--- config.mk ---
export PLATFORM = sky130hd
export DESIGN_NAME = jtframe_cen24
export DESIGN_NICKNAME = d
export VERILOG_FILES = /design/src/rtl/jtframe_cen24.sv
export SDC_FILE = /design/constraint.sdc
export NUM_CORES = 1
export LEC_CHECK = 0
export CORE_MARGIN = 2
export CORE_UTILIZATION = 31
export DETAILED_ROUTE_END_ITERATION = 6
export HOLD_SLACK_MARGIN = 0.03
export SYNTH_ARGS = -nofsm -noshare
export SYNTH_HDL_FRONTEND = slang
export SYNTH_SLANG_ARGS = --single-unit
export TNS_END_PERCENT = 10
--- constraint.sdc ---
create_clock -name clk -period 1.2 [get_ports clk]
set_clock_uncertainty 0.05 [all_clocks]
set_input_delay 0.24 -clock clk [delete_from_list [all_inputs] [get_ports clk]]
set_output_delay 0.24 -clock clk [all_outputs]
set_load 0.02 [all_outputs]
--- src/rtl/jtframe_cen24.sv ---
// Clock-enable generator for a 24 MHz system clock: 12/8/6/4/3/1.5 MHz enables plus 3 MHz quadrature.
// Define JTFRAME_CEN24_SHIFTED_EN to also generate the 180-degree-shifted enables (*b outputs).
module jtframe_cen24 (
  input  logic clk,
  input  logic rst,
  output logic cen12,
  output logic cen8,
  output logic cen6,
  output logic cen4,
  output logic cen3,
  output logic cen3q,
  output logic cen1p5,
  output logic cen12b,
  output logic cen6b,
  output logic cen3b,
  output logic cen3qb,
  output logic cen1p5b
);

  logic [3:0] r_cnt;
  logic [1:0] r_cnt3;
  logic       w_cnt3_top;

  // r_cnt and r_cnt3 hold the phase of the edge being processed, so each
  // output registered on this edge reflects that same phase.
  assign w_cnt3_top = (r_cnt3 == 2'd2);

  always_ff @(posedge clk) begin
    if (rst) begin
      r_cnt  <= 4'd0;
      r_cnt3 <= 2'd0;
    end else begin
      r_cnt  <= r_cnt + 4'd1;
      r_cnt3 <= w_cnt3_top ? 2'd0 : r_cnt3 + 2'd1;
    end
  end

  always_ff @(posedge clk) begin
    if (rst) begin
      cen12  <= 1'b0;
      cen8   <= 1'b0;
      cen6   <= 1'b0;
      cen4   <= 1'b0;
      cen3   <= 1'b0;
      cen3q  <= 1'b0;
      cen1p5 <= 1'b0;
    end else begin
      cen12  <= r_cnt[0];
      cen6   <= (r_cnt[1:0] == 2'd3);
      cen3   <= (r_cnt[2:0] == 3'd7);
      cen3q  <= (r_cnt[2:0] == 3'd5);
      cen1p5 <= (r_cnt == 4'd15);
      cen8   <= w_cnt3_top;
      cen4   <= w_cnt3_top & r_cnt[0];
    end
  end

`ifdef JTFRAME_CEN24_SHIFTED_EN
  always_ff @(posedge clk) begin
    if (rst) begin
      cen12b  <= 1'b0;
      cen6b   <= 1'b0;
      cen3b   <= 1'b0;
      cen3qb  <= 1'b0;
      cen1p5b <= 1'b0;
    end else begin
      cen12b  <= ~r_cnt[0];
      cen6b   <= (r_cnt[1:0] == 2'd1);
      cen3b   <= (r_cnt[2:0] == 3'd3);
      cen3qb  <= (r_cnt[2:0] == 3'd1);
      cen1p5b <= (r_cnt == 4'd7);
    end
  end
`else
  assign cen12b  = 1'b0;
  assign cen6b   = 1'b0;
  assign cen3b   = 1'b0;
  assign cen3qb  = 1'b0;
  assign cen1p5b = 1'b0;
`endif

endmodule

==> impl_metrics.py <==
metrics = {
    "status": {
        "status": "finished, final reports clean",
    },
    "yosys": {
        "ys_types": 15,
        "syn_area_per_cell_um2": 10.85,
        "seq_area_frac_synth_pct": 55.76,
        "synth.top_cell.area_share_pct": 55.76,
        "netlist.top_cell.by_area": "dfxtp_1",
        "ys_warn_count": 0,
        "synth_area_leaders": "dfxtp_1 56%, ha_1 11%, buf_4 9.7%, nor2b_1 4.0%, and2b_1 3.2%",
        "synth-seq-cells": 13,
        "syn-cell-area_um2": 466.7,
        "postSynthCellCount": 43,
    },
    "power_and_ir_drop": {
        "pwr-share-clk_pct": 31.1,
        "combinationalPowerShare_pct": 11.8,
        "p_int_w": 0.0006308,
        "power_density_nw_per_um2": 1505,
        "switching_share_pct": 23.87,
        "irDropWorstVdd_uv": 446.6,
        "power.total_w": 0.0008286,
        "seqPwrFrac_pct": 57.2,
        "p_leak_nw": 0.2779,
        "switching_power_w": 0.0001978,
    },
    "place": {
        "numPortBuffers": 8,
        "hpwl_um": 515.5,
        "gp_congestion": 0.6242,
        "dpl_cell_area_um2": 559.3,
        "dp_slack_ns": -0.1762,
    },
    "clocking": {
        "cts_tree": "done",
        "clk_pin_slew_ns": 0.07,
        "clk_path_buf_depth": 2,
        "htreeDepth": 1,
        "clk_latency_ns": 0.27,
        "clock_sinks": 13,
        "post-cts-setup-buffers": 0,
        "cts_root_buffer": "clkbuf_4",
        "numCtsBuffers": 3,
    },
    "timing": {
        "layout_setup_ws_ns": 0.1199,
        "finalSetupViolCount": 0,
        "finalCriticalPeriod_ns": 1.080,
        "fmax_ghz": 0.9259,
        "rsz0062_at_grt": "no",
        "fin_crit_sh_pct": 90.00,
        "hold_viol_final": 0,
        "hold_ws_ns": 0.3692,
        "maxSlewViolCount": 0,
    },
    "critical_path": {
        "crit_slowest_cell": "clkdlybuf4s50_1",
        "cp.required_ns": 1.31,
        "cp_max_fo": 4,
        "crit_path_end": "r_cnt[3]",
        "critPathLaunchType": "input pin",
        "cp-end-kind": "flip-flop",
        "reg2reg_depth": 3,
        "crit_start": "rst",
        "r2r_slack_ns": 0.13,
        "crit_arrival_ns": 1.19,
        "rr_endpoint": "r_cnt[2]",
        "crit_path_max_incr_delay_ns": 0.50,
        "r2r_start": "r_cnt[0]",
        "crit_chain": "clkdlybuf4s50_1, and2b_1, mux2_2",
        "crit_type": "in -> reg",
    },
    "floorplan": {
        "fp.coreArea_um2": 1454,
        "die_w_um": 42.80,
        "die_area_um2": 1832,
        "start_util_pct": 32.10,
        "row_count": 14,
        "io_pins": 14,
        "die_h_um": 42.80,
    },
    "route": {
        "vias": 290,
        "antenna_left": 0,
        "viasPerCell": 4.028,
        "wl_um": 633,
        "dr.pass1.iters": 1,
        "wire_per_inst_um": 8.792,
        "drt-initial-drc-count": 0,
        "drc": 0,
    },
    "final_layout": {
        "fin_util_pct": 37.87,
        "antenna_cells": 0,
        "layout_commonest_cell": "dfxtp_1",
        "syn_to_final_growth_pct": 17.96,
        "nets": 63,
        "final_cell_mix": "13 x dfxtp_1, 7 x clkbuf_2, 5 x conb_1, 4 x nor2_1, 4 x ha_1",
        "drive_above_1_share_pct": 26.79,
        "fillers": 158,
        "finalInstanceArea_um2": 550.5,
    },
    "grt": {
        "overflow": 0,
        "grt_max_degree": 8,
        "grt_pass1_vias": 273,
        "grt_pass1_wl_um": 1104,
        "antenna_found_initial": 0,
        "grtUsageTotal_pct": 9.147,
    },
    "flow_run": {
        "drv_cap": 0,
    },
    "min_path": {
        "hp-class": "reg -> reg",
        "min_delay_path_depth": 1,
    },
}
[worst min path at each step]
stage,from,end,slack [ns]
2_1_floorplan,r_cnt3[0],r_cnt3[0],0.35
3_3_place_gp,r_cnt3[0],r_cnt3[0],0.36
3_5_place_dp,r_cnt3[0],r_cnt3[0],0.36
4_1_cts,r_cnt3[0],r_cnt3[0],0.37
5_1_grt,r_cnt3[0],r_cnt3[0],0.41
6_report,r_cnt3[0],r_cnt3[0],0.37
[cell type report]
| type | count | area, µm² | area share (%) |
|---|---|---|---|
| clock buffer | 4 | 26.28 | 4.773 |
| inverter | 2 | 7.507 | 1.364 |
| multi-input combinational | 26 | 168.9 | 30.68 |
| sequential | 13 | 260.3 | 47.27 |
| tap | 16 | 20.02 | 3.636 |
| timing repair buffer | 11 | 67.56 | 12.27 |
[registers in the layout (all words and copies together) (netlist names)]
name,cells
cen3q,1
cen4,1
r_cnt3,2
cen3,1
cen6,1
r_cnt,4
cen1p5,1
cen8,1
cen12,1
[worst max-delay path, delay by kind of cell]
family,cells,cell delay [ns]
simple gates,1,0.19
buf+inv,1,0.50
mux,1,0.26
[what timing repair did]
action / 4_1_cts / 5_1_grt
hold buffers: 0 / 0
resized for setup: 11 / 10
endpoints found under the setup margin: 7 / 7
[logic make-up after synthesis]
kind of cell / synth area share, %
mux: 2.413
buf+inv: 11.26
simple gates: 19.03
fa+ha+maj: 10.72
flops: 55.76
other cells: 0.8035
[metrics by stage]
stage               setup TNS [ns]  instances
floorplan                        0         47
global placement           -0.2516         68
detailed placement         -0.3371         68
CTS                              0         72
global route                     0         72
finish                           0         72
[synthesized netlist by cell type]
cell type / number
nor2b_1: 3
conb_1: 1
nor2b_2: 1
nor2_1: 4
dfxtp_1: 13
ha_1: 4
nor3_1: 2
mux2_2: 1
nand3_1: 1
inv_1: 2
and3_1: 1
nand2_1: 1
and2b_1: 2
and2_1: 1
buf_4: 6
[power groups by stage]
| stage | clock (W) | combinational, W | sequential [W] |
|---|---|---|---|
| 2_1_floorplan | 0 | 0.0000711 | 0.000493 |
| 3_3_place_gp | 0 | 0.000102 | 0.000483 |
| 3_5_place_dp | 0 | 0.000108 | 0.000485 |
| 4_1_cts | 0.000272 | 0.000103 | 0.000474 |
| 5_1_grt | 0.000304 | 0.000108 | 0.000479 |
| 6_report | 0.000257 | 0.0000975 | 0.000474 |
[per-layer routing]
metal | share of wire [%] | global-route usage (%) | vias up
li1 | - | - | 150
met1 | 35 | 8.377 | 124
met2 | 52 | 13.64 | 12
met3 | 7.6 | 3.830 | 4
met4 | 4.9 | 11.25 | 0
met5 | 0 | 0 | -
Note: power is estimated with default switching activity, not from simulation.
